<file path="src/rtl/ifu_fetch_pkg.sv">
// ifu_fetch_pkg: shared types and constants for the instruction-fetch stage.
//   - IFU state encoding (enum)
//   - bus widths / zero word / stall polarity
//   - RISC-V opcodes and immediate decode helpers used by the static predictor
package ifu_fetch_pkg;

  localparam int unsigned INST_ADDR_W = 32;
  localparam int unsigned INST_W      = 32;

  localparam logic [INST_W-1:0] ZERO_WORD = '0;
  localparam logic              STOP      = 1'b1;

  localparam logic [6:0] OPC_JAL    = 7'b1101111;
  localparam logic [6:0] OPC_BRANCH = 7'b1100011;

  typedef enum logic [1:0] {
    ST_IDLE,
    ST_REQ,
    ST_WAIT,
    ST_HOLD
  } ifu_state_e;

  function automatic logic is_jal(input logic [INST_W-1:0] inst);
    return inst[6:0] == OPC_JAL;
  endfunction

  function automatic logic is_branch(input logic [INST_W-1:0] inst);
    return inst[6:0] == OPC_BRANCH;
  endfunction

  function automatic logic [INST_ADDR_W-1:0] imm_j(input logic [INST_W-1:0] inst);
    return {{12{inst[31]}}, inst[19:12], inst[20], inst[30:21], 1'b0};
  endfunction

  function automatic logic [INST_ADDR_W-1:0] imm_b(input logic [INST_W-1:0] inst);
    return {{20{inst[31]}}, inst[7], inst[30:25], inst[11:8], 1'b0};
  endfunction

endpackage

</file>
<file path="src/rtl/ifu_fetch_static_bp.sv">
// ifu_static_bp: combinational BTFN static branch predictor.
//   Only built when IFU_STATIC_BP_EN is defined.
//   inst        in  32  fetched instruction word
//   pc          in  32  PC of that instruction
//   prdt_taken  out 1   JAL, or conditional branch with negative offset
//   prdt_target out 32  pc + sign-extended J/B immediate
`ifdef IFU_STATIC_BP_EN
module ifu_static_bp
  import ifu_fetch_pkg::*;
(
  input  logic [31:0] inst,
  input  logic [31:0] pc,
  output logic        prdt_taken,
  output logic [31:0] prdt_target
);

  logic jal;
  logic br;

  assign jal         = is_jal(inst);
  assign br          = is_branch(inst);
  // Backward branches (sign bit of B-imm set) are predicted taken.
  assign prdt_taken  = jal | (br & inst[31]);
  assign prdt_target = pc + (jal ? imm_j(inst) : imm_b(inst));

endmodule
`endif

</file>
<file path="src/rtl/ifu_fetch.sv">
// ifu_fetch: instruction-fetch stage, producer side of the IF/ID register.
//   Build option: IFU_STATIC_BP_EN enables BTFN static prediction.
//   clk            in   sole clock, rising edge
//   rst            in   asynchronous active-low reset
//   stall[5:0]     in   ctrl stall vector; [0]=PC stage, [1]=IF stage
//   flush/flush_pc in   redirect from EX
//   imem_req/addr  out  fetch request, word-aligned address
//   imem_gnt       in   request accepted
//   imem_rvalid/rdata in  in-order read return
//   if_pc/if_inst/if_prdt_taken out  presented instruction (all 0 = bubble)
module ifu_fetch
  import ifu_fetch_pkg::*;
#(
  parameter logic [31:0] RESET_PC = 32'h0000_0000
) (
  input  logic        clk,
  input  logic        rst,
  input  logic [5:0]  stall,
  input  logic        flush,
  input  logic [31:0] flush_pc,
  output logic        imem_req,
  output logic [31:0] imem_addr,
  input  logic        imem_gnt,
  input  logic        imem_rvalid,
  input  logic [31:0] imem_rdata,
  output logic [31:0] if_pc,
  output logic [31:0] if_inst,
  output logic        if_prdt_taken
);

  ifu_state_e  state_q, state_d;
  logic [31:0] pc_q, pc_d;
  logic [31:0] fetch_pc_q, fetch_pc_d;
  logic [31:0] buf_inst_q, buf_inst_d;
  logic        buf_prdt_q, buf_prdt_d;
  logic        drop_q, drop_d;

  logic        req_c;
  logic        present;
  logic [31:0] cur_inst;
  logic        raw_prdt;
  logic        cur_prdt;
  logic [31:0] cur_target;
  logic [31:0] seq_pc;
  logic [31:0] next_pc;
  logic        unused_stall;

  assign unused_stall = ^stall[5:2];

  assign cur_inst = (state_q == ST_HOLD) ? buf_inst_q : imem_rdata;
  assign seq_pc   = fetch_pc_q + 32'd4;

`ifdef IFU_STATIC_BP_EN
  logic [31:0] bp_target;

  ifu_static_bp u_bp (
    .inst        (cur_inst),
    .pc          (fetch_pc_q),
    .prdt_taken  (raw_prdt),
    .prdt_target (bp_target)
  );
  assign cur_target = bp_target;
`else
  assign raw_prdt   = 1'b0;
  assign cur_target = seq_pc;
`endif

  assign cur_prdt = (state_q == ST_HOLD) ? buf_prdt_q : raw_prdt;
  assign next_pc  = cur_prdt ? cur_target : seq_pc;

  always_comb begin
    state_d    = state_q;
    pc_d       = pc_q;
    fetch_pc_d = fetch_pc_q;
    buf_inst_d = buf_inst_q;
    buf_prdt_d = buf_prdt_q;
    drop_d     = drop_q;
    req_c      = 1'b0;
    present    = 1'b0;

    case (state_q)
      ST_IDLE: begin
        // A flush in IDLE suppresses the request so the stale pc_q never goes out.
        req_c = (stall[0] != STOP) && !flush;
        if (flush) begin
          pc_d = flush_pc;
        end else if (req_c) begin
          fetch_pc_d = pc_q;
          state_d    = imem_gnt ? ST_WAIT : ST_REQ;
        end
      end
      ST_REQ: begin
        req_c = 1'b1;
        if (flush) begin
          pc_d   = flush_pc;
          drop_d = 1'b1;
        end
        if (imem_gnt) state_d = ST_WAIT;
      end
      ST_WAIT: begin
        if (imem_rvalid) begin
          state_d = ST_IDLE;
          if (drop_q) begin
            drop_d = 1'b0;
          end else if (!flush) begin
            if (stall[1] != STOP) begin
              present = 1'b1;
              pc_d    = next_pc;
            end else begin
              buf_inst_d = imem_rdata;
              buf_prdt_d = raw_prdt;
              state_d    = ST_HOLD;
            end
          end
          if (flush) pc_d = flush_pc;
        end else if (flush) begin
          pc_d   = flush_pc;
          drop_d = 1'b1;
        end
      end
      ST_HOLD: begin
        if (flush) begin
          pc_d       = flush_pc;
          buf_inst_d = '0;
          buf_prdt_d = 1'b0;
          state_d    = ST_IDLE;
        end else begin
          present = 1'b1;
          if (stall[1] != STOP) begin
            pc_d    = next_pc;
            state_d = ST_IDLE;
          end
        end
      end
      default: state_d = ST_IDLE;
    endcase
  end

  always_ff @(posedge clk or negedge rst) begin
    if (!rst) begin
      state_q    <= ST_IDLE;
      pc_q       <= RESET_PC;
      fetch_pc_q <= RESET_PC;
      buf_inst_q <= '0;
      buf_prdt_q <= 1'b0;
      drop_q     <= 1'b0;
    end else begin
      state_q    <= state_d;
      pc_q       <= pc_d;
      fetch_pc_q <= fetch_pc_d;
      buf_inst_q <= buf_inst_d;
      buf_prdt_q <= buf_prdt_d;
      drop_q     <= drop_d;
    end
  end

  // Address comes from fetch_pc_q once a request is pending, so a flush that
  // rewrites pc_q cannot disturb an un-granted request.
  assign imem_req      = rst & req_c;
  assign imem_addr     = (state_q == ST_IDLE) ? {pc_q[31:2], 2'b00}
                                              : {fetch_pc_q[31:2], 2'b00};
  assign if_pc         = present ? fetch_pc_q : ZERO_WORD;
  assign if_inst       = present ? cur_inst : ZERO_WORD;
  assign if_prdt_taken = present & cur_prdt;

endmodule
</file>
<file path="config.mk">
export PLATFORM = sky130hd
export DESIGN_NAME = ifu_fetch
export DESIGN_NICKNAME = d
export VERILOG_FILES = /design/src/rtl/ifu_fetch_pkg.sv /design/src/rtl/ifu_fetch_static_bp.sv /design/src/rtl/ifu_fetch.sv
export SDC_FILE = /design/constraint.sdc
export NUM_CORES = 1
export LEC_CHECK = 0
export CORE_MARGIN = 4
export CORE_UTILIZATION = 40
export CTS_BUF_LIST = sky130_fd_sc_hd__clkbuf_4
export DETAILED_ROUTE_END_ITERATION = 7
export PLACE_DENSITY = 0.8
export SYNTH_ARGS = -nofsm -noshare
export SYNTH_HDL_FRONTEND = slang
export SYNTH_SLANG_ARGS = --single-unit
export TNS_END_PERCENT = 20
</file>
<file path="constraint.sdc">
create_clock -name clk -period 1.8 [get_ports clk]
set_input_delay 0.36 -clock clk [delete_from_list [all_inputs] [get_ports clk]]
set_output_delay 0.36 -clock clk [all_outputs]
set_load 0.01 [all_outputs]
</file>
Word level (Yosys, flattened, before mapping)
Index checks and enable logic that the tools add are counted.
{"block": "op_classes", "n_mux": 45, "n_eq_ne": 13, "reduce_logical": 9, "n_bitwise": 4, "add_sub_neg": 1}
{"cell": "$mux W32", "n": 15}
{"cell": "$pmux W32 S3", "n": 1}
{"cell": "$pmux W32 S2", "n": 1}
{"cell": "$add A32 B3 Y32 const B", "n": 1}
{"cell": "$mux W2", "n": 10}
{"cell": "$ne A2 B2 Y1 const B", "n": 8}
{"cell": "$mux W1", "n": 13}
{"cell": "$pmux W1 S2", "n": 4}
{"cell": "$pmux W2 S4", "n": 1}
{"cell": "$reduce_and A6 Y1", "n": 1}
{"cell": "$reduce_and A5 Y1", "n": 1}
{"cell": "$eq A2 B2 Y1 const B", "n": 2}
{"cell": "$ne A4 B4 Y1 const B", "n": 1}
{"cell": "$reduce_bool A2 Y1", "n": 2}
{"cell": "$ne A3 B3 Y1 const B", "n": 1}
{"cell": "$reduce_and A3 Y1", "n": 1}
{"cell": "$and A1 B1 Y1", "n": 2}
{"cell": "$eq A2 B1 Y1 const B", "n": 1}
{"cell": "$logic_not A2 Y1", "n": 1}
{"cell": "$not A1 Y1", "n": 2}
{"cell": "$reduce_or A2 Y1", "n": 1}
{"cell": "$logic_and A1 B1 Y1", "n": 1}
{"cell": "$logic_not A1 Y1", "n": 1}
{"block": "totals", "elab_cells": 78, "out_inout_bits": 98, "in_bits": 75, "ff_bits": 100}

Logic depth before layout (Yosys ltp)
{"block": "depth", "word_depth": 6, "depth_mapped": 8}

Worst setup path before layout
Ideal clock, no wire load.
{"block": "synth_timing", "path_type": "register to output", "from": "register state_q[0]", "to": "output port if_inst[23]", "slack_ns": -0.210, "path_buffers": 1, "required_ns": 1.440, "path_stages_with_launch": 8, "arrival_time_ns": 1.650, "path_cell_list": "dfrtp_1 > inv_1 > ha_1 > nand2_1 > nor3_1 > o21ai_1 > clkbuf_1 > a21oi_1"}
{"block": "synth_via", "elab_chain_len": 3, "elab_cells_between_ends": 5, "classes_between": "eq/ne: 2; mux: 3"}
{"element": "from (decl)", "line_no": "ifu_fetch.sv:31", "source": "ifu_state_e state_q, state_d;"}
{"element": "from (signal assigned)", "line_no": "ifu_fetch.sv:148", "source": "state_q <= state_d;"}
{"element": "$eq A2 B2 Y1 (on tied branches)", "line_no": "ifu_fetch.sv:50, ifu_fetch.sv:81"}
{"element": "$pmux W1 S2 or $mux W32 (tied branches)", "line_no": "ifu_fetch.sv:81, ifu_fetch.sv:50"}
{"element": "$mux W32 (*)", "line_no": "ifu_fetch.sv:163", "source": "assign if_inst = present ? cur_inst : ZERO_WORD;"}
{"element": "to (decl)", "line_no": "ifu_fetch.sv:27", "source": "output logic [31:0] if_inst,"}
Mark *: on every way between the ends. The rest lies on a longest branch, timed or not.

Worst setup path after layout
{"block": "layout_timing", "from": "register state_q[0]", "to": "output port if_pc[14]"}
{"block": "layout_via", "elab_chain_len": 3, "elab_cells_between_ends": 4, "classes_between": "eq/ne: 2; mux: 2"}
{"element": "$eq A2 B2 Y1", "line_no": "ifu_fetch.sv:81", "source": "case (state_q)"}
{"element": "$pmux W1 S2 (*)", "line_no": "ifu_fetch.sv:81"}
{"element": "$mux W32 (*)", "line_no": "ifu_fetch.sv:162", "source": "assign if_pc = present ? fetch_pc_q : ZERO_WORD;"}
{"element": "to (decl)", "line_no": "ifu_fetch.sv:26", "source": "output logic [31:0] if_pc,"}
Marked as above.

==> flow_summary.ini <==
[outcome]
status = complete, but fails checks
violations = negative setup slack

[synth]
avgSynthCellArea_sq_um = 8.86
ys_seq_area_share_pct = 41.1
synth_compound_area_share_pct = 17.6
synthArstFlopShare_pct = 100
synth_area_sq_um = 6030
synth-warning-count = 0
synth_fa_ha_area_share_pct = 1.04
synth_cells = 680
synth_xor_area_share_pct = 3.20
synth-seq-cells = 99
synthMuxAreaShare_pct = 11.7
synth_edf_count = 0
synth_ff_type = dfrtp_1
synth_cell_types = 58
synth-simple-area-share_pct = 20.6
synth_top_family_by_area = simple AND/OR/NAND/NOR gates

[power]
power_switching_w = 0.00493
leakage_nw = 3.98
pwr-share-clk_pct = 9.2
pwr-share-comb_pct = 56.1
switching_share_pct = 41.2
vdd_drop_max_mv = 0.632
p_int_w = 0.00705
power_density_nw_per_um2 = 1340
p_seq_share_pct = 34.7

[clock_network]
cts-root-to-sink-buffers = 2
cts_root_buffer = clkbuf_4
clk_latency_ns = 0.48
cts_htree_levels = 3
cts_sinks = 99
cts_tree = done
clkTransAtPathRegs_ns = 0.16
cts_made_buffers = 9

[route]
drt.antenna.violating_nets = 0
routed_wl_um = 19800
drcViolationCount = 0
dr.pass1.iters = 4
wire_per_inst_um = 18.1
avgViaCountPerCell = 5.52
drt_iter0_drc = 536
vias = 6044

[place]
port_buffers = 165
dpl_cell_area_sq_um = 8510
hpwl_um = 13000
placed_cells = 1058
gp_congestion = 0.854

[sta]
min_period_ns = 2.52
maxSlewHeadroom_pct = 61.8
fmax_mhz = 397
final-hold-violation-count = 0
finalMaxSlewViolations = 0
min_period_over_period_pct = 140
fin_setup_tns_ns = -72.13
final-setup-viol-count = 181
rsz0062_at_grt = true
setup_slack_ns = -0.718
max_slew.worst_pin.slew_ns = 0.573
fin_skew_ns = 0.0109

[global_routing]
grt_pass1_wl_um = 29700
antenna_found_initial = 1
grt_usage_pct = 22.3
grt_max_degree = 100
grt_pass1_vias = 5746
overflow = 0

[floorplan]
dieWidth_um = 131
rows = 44
dieArea_sq_um = 17100
die_h_um = 131
start_util_pct = 41.2
core-area_sq_um = 14600
io_pins = 173

[critical_path]
required_ns = 1.44
crit_arrival_ns = 2.16
worstSetupPathType = reg -> out
worstSetupStartpointType = register
critPathMaxFanout = 7
setup.worst_path.end_class = primary output

[layout]
seq_area_sq_um = 2480
final_cell_mix = nand2_1 (134), dfrtp_1 (99), buf_4 (73), clkdlybuf4s50_1 (68), buf_2 (54)
stdcell_count = 1094
finalCoreUtilization_pct = 61.0
num-fill-cells = 1254
fin_nets = 984
final_area_sq_um = 8930
layout-drive-gt1-share_pct = 39.4
multiInputGateArea_sq_um = 3660
syn_to_final_growth_pct = 48.1
layout_commonest_cell = nand2_1

[worst_hold_path]
min_path_type = in -> reg

[flow_run]
drv_cap = 0
## layer usage
metal / vias to the layer above / part of all wire [%] / GRT usage, %
met1: 2873 / 41 / 28.5
met4: 0 / 2.8 / 8.05
met3: 42 / 8.6 / 6.67
met2: 269 / 47 / 36.0
li1: 2860 / - / -
met5: - / 0 / 0
## synth_stat cells, types with 3 or more instances
library cell    n  area (sq um)
nor3_1         14          70.1
a22oi_1         4          30.0
nand4_1         9          56.3
and4_1          6          52.6
clkbuf_2        3          15.0
buf_2          11          55.1
o22ai_1         8          50.1
a221oi_1        7          61.3
o221ai_1        8          70.1
xor2_1         13           114
buf_4           4          30.0
nor2b_1         5          31.3
dfrtp_1        99          2480
xnor2_1         9          78.8
and2_1         33           206
a21oi_1        49           245
nand2_1       136           510
mux2i_1         5          50.1
a211oi_1        5          37.5
a2bb2oi_1       3          26.3
buf_1           6          22.5
nand3_1        10          50.1
o21ai_1         7          35.0
and3_1          6          37.5
inv_1          13          48.8
o31ai_1         3          22.5
nor2_1         19          71.3
a31oi_1         9          56.3
clkbuf_1       28           105
ha_1            5          62.6
a221o_1         5          50.1
mux2_2         58           653
o21ai_0        47           235
## metrics by stage
step / power (W) / hold WS [ns] / setup slack, ns
final: 0.0120 / 0.384 / -0.718
after global routing: 0.0128 / 0.392 / -0.849
after CTS: 0.0115 / 0.338 / -0.848
after detailed placement: 0.0102 / 0.474 / -0.791
after global placement: 0.0100 / 0.461 / -0.759
after floorplan: 0.00723 / 0.0644 / -0.0791
## power by group through the flow
stage	logic [W]	registers [W]	clock network [W]
floorplan	0.00346	0.00377	0
global placement	0.00590	0.00410	0
detailed placement	0.00602	0.00414	0
CTS	0.00622	0.00410	0.00116
global route	0.00724	0.00429	0.00123
finish	0.00672	0.00416	0.00110
## cell type report
| type | instances | share of cell area, % |
|---|---|---|
| diodes | 1 | 0.0280 |
| clock buffers | 9 | 0.757 |
| clock inverters | 7 | 0.589 |
| inverters | 15 | 0.631 |
| multi-input cells | 516 | 41.0 |
| flip-flops and latches | 99 | 27.7 |
| well taps | 184 | 2.58 |
| repair buffers | 263 | 26.7 |
## state kept, by name, summed over array words and instances, names as in the netlist
signal      flops
fetch_pc_q     32
state_q         2
buf_inst_q     32
drop_q          1
pc_q           32
## what timing repair did
item,4_1_cts,5_1_grt
endpoints found under the setup margin,189,186
gates resized for setup,309,175
endpoints found under the hold margin,99,0
setup buffers,8,5
hold buffers,1,0
pin swaps,3,11
gates cloned,4,2
## path summary, 6_finish.rpt
check	slack [ns]	start	depth (start not counted)	end
min in group asynchronous	0.47	rst	3	fetch_pc_q[12]$_DFFE_PN0P_
hold / removal	0.38	flush	4	drop_q$_DFFE_PN0P_
hold reg to reg	0.50	buf_inst_q[16]$_DFFE_PN0P_	2	buf_inst_q[16]$_DFFE_PN0P_
setup / recovery	-0.72	state_q[0]$_DFFE_PN0P_	10	if_pc[14]
max in group asynchronous	0.86	rst	3	pc_q[18]$_DFFE_PN0P_
setup reg to reg	-0.20	state_q[0]$_DFFE_PN0P_	8	fetch_pc_q[22]$_DFFE_PN0P_
## critical path, stage by stage (launching register included)
cell       delay [ns]
dfrtp_1          0.42
inv_2            0.09
ha_4             0.16
nand2_4          0.06
nor3_4           0.20
nor2_2           0.05
nor2_2           0.15
buf_6            0.16
clkbuf_16        0.16
and2_4           0.14
buf_6            0.09
## kinds of logic (layout without fill, tap and decap cells)
logic type / Yosys count / in the layout
AND/OR/NAND/NOR: 253 / 253
other: 1 / 4
XOR/XNOR: 22 / 22
multiplexers: 63 / 63
buffers and inverters: 67 / 294
adder cells (fa/ha/maj): 5 / 5
AO/OA/AOI/OAI: 170 / 170
flip-flops: 99 / 99
Power figures use the tool's default switching activity.
